<file path="src/rtl/alu_flag_ctrl_pkg.sv">
// Shared types for the ALU flag controller: command encodings,
// flag indices, condition codes, pending-entry struct and helpers.
package alu_flag_ctrl_pkg;

    // Data-processing command field funct[4:1]
    localparam logic [3:0] CMD_AND = 4'b0000;
    localparam logic [3:0] CMD_EOR = 4'b0001;
    localparam logic [3:0] CMD_SUB = 4'b0010;
    localparam logic [3:0] CMD_RSB = 4'b0011;
    localparam logic [3:0] CMD_ADD = 4'b0100;
    localparam logic [3:0] CMD_ADC = 4'b0101;
    localparam logic [3:0] CMD_SBC = 4'b0110;
    localparam logic [3:0] CMD_RSC = 4'b0111;
    localparam logic [3:0] CMD_TST = 4'b1000;
    localparam logic [3:0] CMD_TEQ = 4'b1001;
    localparam logic [3:0] CMD_CMP = 4'b1010;
    localparam logic [3:0] CMD_CMN = 4'b1011;
    localparam logic [3:0] CMD_ORR = 4'b1100;
    localparam logic [3:0] CMD_MOV = 4'b1101;
    localparam logic [3:0] CMD_BIC = 4'b1110;
    localparam logic [3:0] CMD_MVN = 4'b1111;

    // NZCV bit positions
    localparam int FLAG_N = 3;
    localparam int FLAG_Z = 2;
    localparam int FLAG_C = 1;
    localparam int FLAG_V = 0;

    // Mask bit positions
    localparam int MASK_NZ = 1;
    localparam int MASK_CV = 0;

    // Condition field encodings
    localparam logic [3:0] COND_EQ = 4'b0000;
    localparam logic [3:0] COND_NE = 4'b0001;
    localparam logic [3:0] COND_CS = 4'b0010;
    localparam logic [3:0] COND_CC = 4'b0011;
    localparam logic [3:0] COND_MI = 4'b0100;
    localparam logic [3:0] COND_PL = 4'b0101;
    localparam logic [3:0] COND_VS = 4'b0110;
    localparam logic [3:0] COND_VC = 4'b0111;
    localparam logic [3:0] COND_HI = 4'b1000;
    localparam logic [3:0] COND_LS = 4'b1001;
    localparam logic [3:0] COND_GE = 4'b1010;
    localparam logic [3:0] COND_LT = 4'b1011;
    localparam logic [3:0] COND_GT = 4'b1100;
    localparam logic [3:0] COND_LE = 4'b1101;
    localparam logic [3:0] COND_AL = 4'b1110;
    localparam logic [3:0] COND_NV = 4'b1111;

    typedef struct packed {
        logic [1:0] mask;
        logic [3:0] nzcv;
    } pend_entry_t;

    typedef enum logic [1:0] {
        CLS_ARITH,
        CLS_LOGIC,
        CLS_TEST,
        CLS_ILLEGAL
    } cmd_cls_t;

    function automatic cmd_cls_t cmd_class(input logic [3:0] cmd);
        cmd_cls_t c;
        c = CLS_ILLEGAL;
        case (cmd)
            CMD_ADD, CMD_SUB, CMD_RSB,
            CMD_ADC, CMD_SBC:          c = CLS_ARITH;
            CMD_AND, CMD_EOR, CMD_ORR,
            CMD_MOV, CMD_BIC, CMD_MVN: c = CLS_LOGIC;
            CMD_TST, CMD_TEQ,
            CMD_CMP, CMD_CMN:          c = CLS_TEST;
            default:                   c = CLS_ILLEGAL;
        endcase
        return c;
    endfunction

    function automatic logic cond_eval(
        input logic [3:0] cond,
        input logic [3:0] f
    );
        logic n, z, c, v, r;
        n = f[FLAG_N];
        z = f[FLAG_Z];
        c = f[FLAG_C];
        v = f[FLAG_V];
        case (cond)
            COND_EQ: r = z;
            COND_NE: r = ~z;
            COND_CS: r = c;
            COND_CC: r = ~c;
            COND_MI: r = n;
            COND_PL: r = ~n;
            COND_VS: r = v;
            COND_VC: r = ~v;
            COND_HI: r = c & ~z;
            COND_LS: r = ~c | z;
            COND_GE: r = (n == v);
            COND_LT: r = (n != v);
            COND_GT: r = ~z & (n == v);
            COND_LE: r = z | (n != v);
            // NV is treated as always
            default: r = 1'b1;
        endcase
        return r;
    endfunction

    // Merge an entry's flags into the current NZCV under its mask
    function automatic logic [3:0] flags_apply(
        input logic [3:0]  cur,
        input pend_entry_t e
    );
        logic [3:0] r;
        r = cur;
        if (e.mask[MASK_NZ]) begin
            r[FLAG_N] = e.nzcv[FLAG_N];
            r[FLAG_Z] = e.nzcv[FLAG_Z];
        end
        if (e.mask[MASK_CV]) begin
            r[FLAG_C] = e.nzcv[FLAG_C];
            r[FLAG_V] = e.nzcv[FLAG_V];
        end
        return r;
    endfunction

endpackage

</file>
<file path="src/rtl/alu_flag_ctrl_if.sv">
// Bundle between microsequencer/ALU (master) and flag controller (slave).
// Carries decode inputs, flag updates, commit/flush and all results.
interface alu_flag_ctrl_if;

    logic       alu_op;
    logic [4:0] funct;
    logic [3:0] cond;
    logic       alu_valid;
    logic [3:0] alu_flags;
    logic       commit;
    logic       flush;

    logic [1:0] flag_w;
    logic       no_reg_w;
    logic       reg_w_ok;
    logic       cond_met;
    logic       illegal;
    logic [3:0] flags_q;
    logic [2:0] pend_cnt;
    logic       full;

    modport master (
        output alu_op, funct, cond, alu_valid,
        output alu_flags, commit, flush,
        input  flag_w, no_reg_w, reg_w_ok, cond_met,
        input  illegal, flags_q, pend_cnt, full
    );

    modport slave (
        input  alu_op, funct, cond, alu_valid,
        input  alu_flags, commit, flush,
        output flag_w, no_reg_w, reg_w_ok, cond_met,
        output illegal, flags_q, pend_cnt, full
    );

endinterface

</file>
<file path="src/rtl/alu_flag_ctrl_flag_pend_fifo.sv">
// Small circular FIFO of pending flag updates (1..4 entries).
// Ports: push/pop/clear controls, din/dout entry, count and full status.
module flag_pend_fifo
    import alu_flag_ctrl_pkg::*;
#(
    parameter int DEPTH = 2
) (
    input  logic        clk,
    input  logic        reset_n,
    input  logic        push,
    input  logic        pop,
    input  logic        clear,
    input  pend_entry_t din,
    output pend_entry_t dout,
    output logic [2:0]  count,
    output logic        full
);

    localparam logic [2:0] DEPTH_C = 3'(DEPTH);
    localparam logic [1:0] LAST    = 2'(DEPTH - 1);

    // Storage is sized for the maximum depth so 2-bit pointers index cleanly
    pend_entry_t mem_q [4];
    pend_entry_t mem_d [4];
    logic [1:0]  wr_q, wr_d;
    logic [1:0]  rd_q, rd_d;
    logic [2:0]  cnt_q, cnt_d;
    logic        do_push;
    logic        do_pop;

    function automatic logic [1:0] ptr_inc(input logic [1:0] p);
        return (p == LAST) ? 2'd0 : p + 2'd1;
    endfunction

    always_comb begin
        mem_d   = mem_q;
        wr_d    = wr_q;
        rd_d    = rd_q;
        cnt_d   = cnt_q;
        do_pop  = pop && (cnt_q != 3'd0);
        // A push into a full queue only fits if the head leaves this cycle
        do_push = push && ((cnt_q < DEPTH_C) || do_pop);
        if (clear) begin
            wr_d  = 2'd0;
            rd_d  = 2'd0;
            cnt_d = 3'd0;
        end else begin
            if (do_push) begin
                mem_d[wr_q] = din;
                wr_d        = ptr_inc(wr_q);
            end
            if (do_pop) begin
                rd_d = ptr_inc(rd_q);
            end
            case ({do_push, do_pop})
                2'b10:   cnt_d = cnt_q + 3'd1;
                2'b01:   cnt_d = cnt_q - 3'd1;
                default: cnt_d = cnt_q;
            endcase
        end
    end

    always_ff @(posedge clk or negedge reset_n) begin
        if (!reset_n) begin
            for (int i = 0; i < 4; i++) begin
                mem_q[i] <= '0;
            end
            wr_q  <= 2'd0;
            rd_q  <= 2'd0;
            cnt_q <= 3'd0;
        end else begin
            mem_q <= mem_d;
            wr_q  <= wr_d;
            rd_q  <= rd_d;
            cnt_q <= cnt_d;
        end
    end

    assign dout  = mem_q[rd_q];
    assign count = cnt_q;
    assign full  = (cnt_q == DEPTH_C);

endmodule

</file>
<file path="src/rtl/alu_flag_ctrl.sv">
// ALU flag controller: decodes data-processing commands into flag masks,
// evaluates cond on NZCV and retires buffered flag updates on commit.
// Ports: clk, reset_n (async, active low), bus (slave modport).
module alu_flag_ctrl
    import alu_flag_ctrl_pkg::*;
#(
    parameter int PEND_DEPTH  = 2,
    parameter bit COMMIT_MODE = 1'b1
) (
    input logic           clk,
    input logic           reset_n,
    alu_flag_ctrl_if.slave bus
);

    cmd_cls_t    cls;
    logic        s_bit;
    logic [1:0]  raw_mask;
    logic        no_reg_w;
    logic        illegal;
    logic        cond_met;
    logic [1:0]  flag_w;
    logic        upd_req;
    logic        head_apply;
    logic [3:0]  flags_q, flags_d;
    pend_entry_t new_ent;
    pend_entry_t head_ent;
    logic [2:0]  fifo_cnt;
    logic        fifo_full;

    // Command decode
    always_comb begin
        raw_mask = 2'b00;
        no_reg_w = 1'b0;
        illegal  = 1'b0;
        cls      = cmd_class(bus.funct[4:1]);
        s_bit    = bus.funct[0];
        if (bus.alu_op) begin
            unique case (1'b1)
                (cls == CLS_ARITH): begin
                    raw_mask = {2{s_bit}};
                end
                (cls == CLS_LOGIC): begin
                    raw_mask = {s_bit, 1'b0};
                end
                (cls == CLS_TEST): begin
                    // Compares always write flags, tests only N,Z
                    raw_mask = (bus.funct[4:1] == CMD_CMP ||
                                bus.funct[4:1] == CMD_CMN)
                             ? 2'b11 : 2'b10;
                    no_reg_w = 1'b1;
                end
                (cls == CLS_ILLEGAL): begin
                    illegal = 1'b1;
                end
                default: ;
            endcase
        end
    end

    // No forwarding from pending entries: cond sees retired flags only
    assign cond_met = cond_eval(bus.cond, flags_q);
    assign flag_w   = raw_mask & {2{cond_met}};
    assign upd_req  = bus.alu_valid & bus.alu_op & (|flag_w);

    always_comb begin
        new_ent      = '0;
        new_ent.mask = flag_w;
        new_ent.nzcv = bus.alu_flags;
    end

    flag_pend_fifo #(
        .DEPTH (PEND_DEPTH)
    ) u_fifo (
        .clk     (clk),
        .reset_n (reset_n),
        .push    (COMMIT_MODE && upd_req),
        .pop     (COMMIT_MODE && bus.commit),
        .clear   (COMMIT_MODE && bus.flush),
        .din     (new_ent),
        .dout    (head_ent),
        .count   (fifo_cnt),
        .full    (fifo_full)
    );

    // Flush wins over commit, so the head is not retired on a flush cycle
    assign head_apply = COMMIT_MODE && bus.commit && !bus.flush &&
                        (fifo_cnt != 3'd0);

    always_comb begin
        flags_d = flags_q;
        if (COMMIT_MODE) begin
            if (head_apply) begin
                flags_d = flags_apply(flags_q, head_ent);
            end
        end else begin
            if (upd_req) begin
                flags_d = flags_apply(flags_q, new_ent);
            end
        end
    end

    always_ff @(posedge clk or negedge reset_n) begin
        if (!reset_n) begin
            flags_q <= 4'b0000;
        end else begin
            flags_q <= flags_d;
        end
    end

    assign bus.flag_w   = flag_w;
    assign bus.no_reg_w = no_reg_w;
    assign bus.illegal  = illegal;
    assign bus.cond_met = cond_met;
    assign bus.reg_w_ok = bus.alu_op & cond_met & ~no_reg_w & ~illegal;
    assign bus.flags_q  = flags_q;
    assign bus.pend_cnt = fifo_cnt;
    assign bus.full     = fifo_full;

endmodule

</file>
<file path="src/flat_wrapper.sv">
// flat-port wrapper written by rule: the top's interface ports become plain ports
module alu_flag_ctrl_flat import alu_flag_ctrl_pkg::*;
#(
    parameter int PEND_DEPTH  = 2,
    parameter bit COMMIT_MODE = 1'b1
)
  (clk, reset_n, bus_alu_op, bus_funct, bus_cond, bus_alu_valid, bus_alu_flags, bus_commit, bus_flush, bus_flag_w, bus_no_reg_w, bus_reg_w_ok, bus_cond_met, bus_illegal, bus_flags_q, bus_pend_cnt, bus_full);
  alu_flag_ctrl_if bus_i ();
  input logic clk;
  input logic reset_n;
  input wire logic [$bits(bus_i.alu_op)-1:0] bus_alu_op;
  input wire logic [$bits(bus_i.funct)-1:0] bus_funct;
  input wire logic [$bits(bus_i.cond)-1:0] bus_cond;
  input wire logic [$bits(bus_i.alu_valid)-1:0] bus_alu_valid;
  input wire logic [$bits(bus_i.alu_flags)-1:0] bus_alu_flags;
  input wire logic [$bits(bus_i.commit)-1:0] bus_commit;
  input wire logic [$bits(bus_i.flush)-1:0] bus_flush;
  output wire logic [$bits(bus_i.flag_w)-1:0] bus_flag_w;
  output wire logic [$bits(bus_i.no_reg_w)-1:0] bus_no_reg_w;
  output wire logic [$bits(bus_i.reg_w_ok)-1:0] bus_reg_w_ok;
  output wire logic [$bits(bus_i.cond_met)-1:0] bus_cond_met;
  output wire logic [$bits(bus_i.illegal)-1:0] bus_illegal;
  output wire logic [$bits(bus_i.flags_q)-1:0] bus_flags_q;
  output wire logic [$bits(bus_i.pend_cnt)-1:0] bus_pend_cnt;
  output wire logic [$bits(bus_i.full)-1:0] bus_full;
  assign bus_i.alu_op = bus_alu_op;
  assign bus_i.funct = bus_funct;
  assign bus_i.cond = bus_cond;
  assign bus_i.alu_valid = bus_alu_valid;
  assign bus_i.alu_flags = bus_alu_flags;
  assign bus_i.commit = bus_commit;
  assign bus_i.flush = bus_flush;
  assign bus_flag_w = bus_i.flag_w;
  assign bus_no_reg_w = bus_i.no_reg_w;
  assign bus_reg_w_ok = bus_i.reg_w_ok;
  assign bus_cond_met = bus_i.cond_met;
  assign bus_illegal = bus_i.illegal;
  assign bus_flags_q = bus_i.flags_q;
  assign bus_pend_cnt = bus_i.pend_cnt;
  assign bus_full = bus_i.full;
  alu_flag_ctrl #(.PEND_DEPTH(PEND_DEPTH), .COMMIT_MODE(COMMIT_MODE)) u_core (.clk(clk), .reset_n(reset_n), .bus(bus_i));
endmodule
</file>
<file path="config.mk">
export PLATFORM = sky130hd
export DESIGN_NAME = alu_flag_ctrl_flat
export DESIGN_NICKNAME = d
export VERILOG_FILES = /design/src/rtl/alu_flag_ctrl_pkg.sv /design/src/rtl/alu_flag_ctrl_if.sv /design/src/rtl/alu_flag_ctrl_flag_pend_fifo.sv /design/src/rtl/alu_flag_ctrl.sv /design/src/flat_wrapper.sv
export SDC_FILE = /design/constraint.sdc
export NUM_CORES = 1
export LEC_CHECK = 0
export BUFFER_PORTS_ARGS = -buffer_cell sky130_fd_sc_hd__buf_2
export CAP_MARGIN = 15
export CORE_MARGIN = 5
export CORE_UTILIZATION = 50
export CTS_CLUSTER_DIAMETER = 120
export DETAILED_ROUTE_END_ITERATION = 12
export PLACE_DENSITY = 0.7
export SKIP_LAST_GASP = 1
export SLEW_MARGIN = 10
export SYNTH_ARGS = -nofsm -noshare
export SYNTH_HDL_FRONTEND = slang
export SYNTH_HIERARCHICAL = 1
export SYNTH_SLANG_ARGS = --single-unit
</file>
<file path="constraint.sdc">
create_clock -name clk -period 2.9 [get_ports clk]
set_clock_uncertainty 0.05 [all_clocks]
set_input_delay 0.29 -clock clk [delete_from_list [all_inputs] [get_ports clk]]
set_output_delay 0.29 -clock clk [all_outputs]
set_load 0.05 [all_outputs]
</file>
# [Word-level counts from Yosys, hierarchy flattened]
# Memory sizes are Yosys's and may differ from the RTL's.
# Index checks and enable logic that the tools add are counted.
[totals] regBits=35 romBits=32 in_bits=19 output_inout_bits=14 word_cells=106 memories=1
[memory_table] memory="(no name shown)" depth=16 width=2 rd=1 rd_clocked_by_memory_dff=0 write_ports=0 line_no="alu_flag_ctrl_pkg.sv:66" text="case (cmd)"
[classes] n_addsub=4 order_cmp=4 n_eq_ne=25 muxes=22 bitwise_logic=19 n_reduce_logical=18
[op_table] op="== test 4 bit, second input constant" count=8
[op_table] op="bitwise mux 24 bit" count=1
[op_table] op="2-to-1 mux 6 bit" count=3
[op_table] op="== test 4 x 3 -> 1 bit, second input constant" count=4
[op_table] op="2-to-1 mux 2 bit" count=7
[op_table] op="case mux 1 bit (14 select lines)" count=1
[op_table] op="binary-select mux 6 bit (select 2 bit)" count=1
[op_table] op="demux 6 bit (select 2 bit)" count=1
[op_table] op="== test 2 x 1 -> 1 bit, second input constant" count=4
[op_table] op="== test 4 x 2 -> 1 bit, second input constant" count=2
[op_table] op="bitwise AND 1 bit" count=7
[op_table] op="NOT 1 bit" count=7
[op_table] op="== test 2 bit, second input constant" count=3
[op_table] op=">= comparator 3 bit, second input constant" count=2
[op_table] op="NOT 2 -> 3 bit" count=2
[op_table] op="case mux 2 bit (3 select lines)" count=1
[op_table] op="case mux 3 bit (2 select lines)" count=1
[op_table] op="AND reduction 2 bit" count=3
[op_table] op="nonzero test 3 bit" count=2
[op_table] op="logical AND 1 bit" count=5
[op_table] op="2-to-1 mux 1 bit" count=5
[op_table] op="adder 2 x 1 -> 2 bit, second input constant" count=2
[op_table] op="== test 4 x 1 -> 1 bit, second input constant" count=1
[op_table] op="zero test 4 bit" count=1
[op_table] op="other kinds (15)" count=18

# [Longest topological paths before layout]
[logic_depth] word_depth=12 depth_mapped=12 mapped_depth_nobuf=10

# [Modules after synthesis]
# The synthesis kept the hierarchy.
[by_module_without_submodules] mod="flag_pend_fifo" n_inst=1 cells_each=114 area_each_um2=1562.7 seq_area_each_um2=775.7
[by_module_without_submodules] mod="alu_flag_ctrl" n_inst=1 cells_each=52 area_each_um2=430.4 seq_area_each_um2=100.1

# [Least setup slack after synthesis]
# No wires, ideal clock.
[synth_timing] path_kind="reg2reg" start="reg u_core.flags_q[2], in the netlist u_core/bus.flags_q[2]" end="reg u_core/u_fifo/mem_q[10] in the netlist's numbering" setup_ns=0.077 arrival_time_ns=3.482 required_time_ns=2.773 slack_ns=-0.709 stages_incl_launch_ff=7 path_buffers=0 period_less_slack_ns=3.609 cell_sequence="dfrtp_1 > and2b_4 > a22oi_2 > xnor2_1 > a211oi_2 > nor4_1 > mux2_2"
[synth_between] elab_chain_len=8 word_cells_on_any_way=12 cone_classes="2 x mux; 7 x bitwise; 3 x reduce/logical"
[synth_rtl] item="start: declaration" line_no="alu_flag_ctrl.sv:24" text="logic [3:0] flags_q, flags_d;"
[synth_rtl] item="start signal: assignment" line_no="alu_flag_ctrl.sv:106" text="flags_q <= flags_d;"
[synth_rtl] item="NOT 1 bit" line_no="alu_flag_ctrl_pkg.sv:89, alu_flag_ctrl_pkg.sv:96, alu_flag_ctrl_pkg.sv:100"
[synth_rtl] item="bitwise AND 1 bit, on equally long branches" line_no="alu_flag_ctrl_pkg.sv:100, alu_flag_ctrl_pkg.sv:96"
[synth_rtl] item="case mux 1 bit (14 select lines) *" line_no="alu_flag_ctrl_pkg.sv:87" text="case (cond)"
[synth_rtl] item="bitwise AND 2 bit *" line_no="alu_flag_ctrl.sv:62" text="assign flag_w = raw_mask & {2{cond_met}};"
[synth_rtl] item="via bus_flag_w[0]" line_no="flat_wrapper.sv:18" text="output wire logic [$bits(bus_i.flag_w)-1:0] bus_flag_w;"
[synth_rtl] item="OR reduction 2 bit" line_no="alu_flag_ctrl.sv:63" text="assign upd_req = bus.alu_valid & bus.alu_op & (|flag_w);"
[synth_rtl] item="bitwise AND 1 bit" line_no="alu_flag_ctrl.sv:63"
[synth_rtl] item="logical AND 1 bit" line_no="alu_flag_ctrl_flag_pend_fifo.sv:42" text="do_push = push && ((cnt_q < DEPTH_C) || do_pop);"
[synth_rtl] item="AND reduction 2 bit (no source line)"
[synth_rtl] item="end signal: assignment" line_no="alu_flag_ctrl_flag_pend_fifo.sv:72" text="mem_q <= mem_d;"
[synth_rtl] item="end: declaration" line_no="alu_flag_ctrl_flag_pend_fifo.sv:23" text="pend_entry_t mem_q [4];"
# The timed path passes the listed nets; every way through them passes the cells marked *.
# A chain may end at the register's enable or synchronous reset.

# [Worst setup path after layout]
[layout_timing] start="reg u_core.flags_q[3], in the netlist u_core/bus.flags_q[3]" end="reg u_core.u_fifo.cnt_q[2], in the netlist u_core/u_fifo/count[2]"
[layout_between] elab_chain_len=10 word_cells_on_any_way=15 cone_classes="4 x eq/ne; 3 x mux; 5 x bitwise; 3 x reduce/logical"
[layout_rtl] item="inequality test 1 bit or == test 1 bit (tied branches)"
[layout_rtl] item="OR 1 bit or bitwise AND 1 bit (tied branches)" line_no="alu_flag_ctrl_pkg.sv:101, alu_flag_ctrl_pkg.sv:100"
[layout_rtl] item="case mux 1 bit (14 select lines) *" line_no="alu_flag_ctrl_pkg.sv:87"
[layout_rtl] item="bitwise AND 2 bit *" line_no="alu_flag_ctrl.sv:62"
[layout_rtl] item="OR reduction 2 bit *" line_no="alu_flag_ctrl.sv:63"
[layout_rtl] item="bitwise AND 1 bit *" line_no="alu_flag_ctrl.sv:63"
[layout_rtl] item="via u_core.upd_req" line_no="alu_flag_ctrl.sv:22" text="logic upd_req;"
[layout_rtl] item="logical AND 1 bit *" line_no="alu_flag_ctrl_flag_pend_fifo.sv:42"
[layout_rtl] item="== test 2 x 1 -> 1 bit or == test 2 bit (tied branches)" line_no="alu_flag_ctrl_flag_pend_fifo.sv:55" text="case ({do_push, do_pop})"
[layout_rtl] item="case mux 3 bit (2 select lines)" line_no="alu_flag_ctrl_flag_pend_fifo.sv:55"
[layout_rtl] item="2-to-1 mux 3 bit" line_no="alu_flag_ctrl_flag_pend_fifo.sv:43" text="if (clear) begin"
[layout_rtl] item="end signal: assignment" line_no="alu_flag_ctrl_flag_pend_fifo.sv:75" text="cnt_q <= cnt_d;"
[layout_rtl] item="end: declaration" line_no="alu_flag_ctrl_flag_pend_fifo.sv:27" text="logic [2:0] cnt_q, cnt_d;"
# Marks and branches as above.

==> flow_summary.yaml <==
floorplanning:
  rows: 23
  dieArea_mm2: 0.00535
  die_w_um: 73.1
  core_mm2: 0.00394
  die_h_um: 73.1
  ios: 33
  start_util: 0.506
critical_path:
  crit_arrival_ps: 2780
  cp_slowest_cell: "dfrtp_2"
  critPathMaxStageDelay_ps: 450
  cp-end-kind: "register"
  startpoint_type: "register"
  crit_chain: "a21o_2 -> a21oi_1 -> o32ai_1 -> a211oi_2 -> nor2_1 -> nor2_1 -> fa_1 -> nor2_1 -> mux2_2 -> a221oi_2"
  critPathKind: "reg2reg"
  cp.required_ps: 3040
  cpMostUsedCell: "nor2_1"
  cp_max_fo: 6
drt:
  drtAntennaViolNets: 0
  drcViolationCount: 0
  drt-wirelength-per-cell_um: 17.2
  dr.pass1.iters: 4
  vias_per_cell: 5.75
  routed_wl_mm: 4.28
  first_iter_violations: 105
  detailroute.via_count: 1432
synth:
  synthArstFlopShare: 1.00
  synth.distinct_cells: 46
  synth_top_family_by_area: "multiplexers"
  ys_seq_area_frac: 0.439
  synth_most_common_cell: "dfrtp_1"
  yosysTopAreaCell: "dfrtp_1"
  syn_nets: 186
  synth_top_area_frac: 0.439
  synth_common_cells: "dfrtp_1 (35), mux2_2 (23), nor2_1 (11)"
  synth_compound_area_frac: 0.103
  synth_xor_area_frac: 0.0220
  synth-simple-area-share: 0.139
  synthAdderAreaFrac: 0.0100
  yosys_register_bits: 35
  ys_warn_count: 6
  avgSynthCellArea_um2: 12.0
  synth.area.top_cells: "dfrtp_1 (44%), mux2_2 (13%), mux4_2 (6.8%)"
  synth_ff_type: "dfrtp_1"
  netlist_instances: 166
  synth_enable_flop_cells: 0
  synth_mux_area_frac: 0.248
  syn_area_mm2: 0.00199
power:
  p_total_mw: 1.14
  vdd_drop_max_v: 0.000221
  p_leak_nw: 1.09
  powerDensity_mw_per_mm2: 500
cts:
  cts.sinks: 35
  clk_pin_slew_worst_paths_ps: 70
  htreeDepth: 2
  cts_buffer_depth: 2
  cts_tree: "built"
  numCtsBuffers: 5
  clock_tree.root_cell: "clkbuf_8"
  clk_latency_ps: 290
  holdBufCountCts: 0
timing:
  hold_viol_final: 0
  setup_slack_ps: 264
  final.setup.tns_ps: 0
  rsz0062_at_grt: "no"
  final-setup-viol-count: 0
  fin_crit_sh: 0.909
  fin_crit_ps: 2640
  slew-limit-headroom: 0.468
  finalMaxSlewViolations: 0
  fmaxAchievable_ghz: 0.379
  worst_pin_slew_ps: 798
global_routing:
  grt_pass1_vias: 1438
  grt.total_usage: 0.180
  antenna_found_initial: 0
  grt_pass1_wl_mm: 7.27
  grt_max_degree: 36
  gr-total-overflow: 0
place:
  dp_hpwl_mm: 3.09
  post_dp_cell_area_mm2: 0.00219
  portBuffers: 32
  place.gp.congestion: 0.873
  pre_cts_ws_ps: 278
layout:
  nNetsFinal: 218
  fillerInstances: 332
  drive_above_1_share: 0.452
  syn2layout_area_growth_pct: 14.6
  finalInstanceArea_mm2: 0.00228
  utilization: 0.579
  antennaDiodeCount: 0
worst_hold_path:
  hp-class: "in2async"
run_status:
  outcome: "complete, no violations"
flow_run:
  maxCapViolations: 0
## per-stage QoR
stage                     cells  hold slack [ps]
after global placement      240              348
after detailed placement    240              372
after floorplan             166            -55.6
after CTS                   248             55.2
after global routing        249             97.2
final                       249             40.1
## cell families (layout without fill, tap and decap cells)
kind of cell | count (synthesis) | in the layout
flops | 35 | 35
simple gates | 46 | 46
compound gates | 26 | 26
xor+xnor | 5 | 5
fa+ha+maj | 1 | 1
mux | 36 | 36
buf+inv | 17 | 50
## cell type report
class	count	area, um^2	area share
repair buffers	34	175	0.0767
clock inverters	2	12.5	0.00548
multi-input cells	114	1050	0.461
well taps	50	62.6	0.0274
flip-flops and latches	35	880	0.385
inverters	8	30.0	0.0131
clock buffers	6	72.6	0.0318
## registers in the layout (all words and copies together), names as in the netlist
signal	flops
u_core/bus.flags_q	4
u_core/u_fifo/count	3
u_core/u_fifo/mem_q	24
u_core/u_fifo/rd_q	2
u_core/u_fifo/wr_q	2
## final timing paths
kind	from	slack (ps)	to	cells past startpoint
max in group asynchronous	reset_n	2210	u_core/bus.flags_q[3]	1
max reg2reg	u_core/bus.flags_q[3]	260	u_core/u_fifo/count[2]	10
max	u_core/bus.flags_q[3]	260	u_core/u_fifo/count[2]	10
min reg2reg	u_core/u_fifo/mem_q[6]	450	u_core/u_fifo/mem_q[6]	1
min in group clk	bus_alu_flags[0]	220	u_core/u_fifo/mem_q[0]	2
min	reset_n	40	u_core/u_fifo/wr_q[0]	1
## worst max-delay path, delay by kind of cell, from the launching register on
family / cells / cell delay, ps
compound gates: 5 / 1170
fa+ha+maj: 1 / 220
flops: 1 / 450
mux: 1 / 280
simple gates: 3 / 370
## routing by layer
layer	part of all wire	up-vias	global-route usage
met5	0	-	0
met4	0.012	0	0.0717
met3	0.070	6	0.0482
met2	0.48	42	0.283
met1	0.44	711	0.235
li1	-	673	-
## report_power, final
part / internal, mW / leakage (nW) / switching [mW] / total (mW)
Sequential: 0.527 / 0.474 / 0.0312 / 0.558
Clock: 0.168 / 0.0412 / 0.174 / 0.341
Combinational: 0.109 / 0.572 / 0.133 / 0.243
## placed cells by master (no fill, tap or decap), drive strengths merged, types with 2 or more instances in the layout
cell and instances:
dfrtp 35, buf 34, mux2 29, nor2 11, inv 8, nand2 7
mux4 6, clkbuf 6, xnor2 5, a21oi 5, nor3b 4, nor2b 3
a31oi 3, nand3 3, o211ai 3, and3b 2, o22ai 2, nand2b 2
and2 2, nor3 2, nand4b 2, a221oi 2
## what timing repair did
item | CTS | global route
endpoints found under the setup margin | 0 | 1
resized for setup | 0 | 1
buffers inserted | 0 | 1
(Power assumes the default switching activity.)
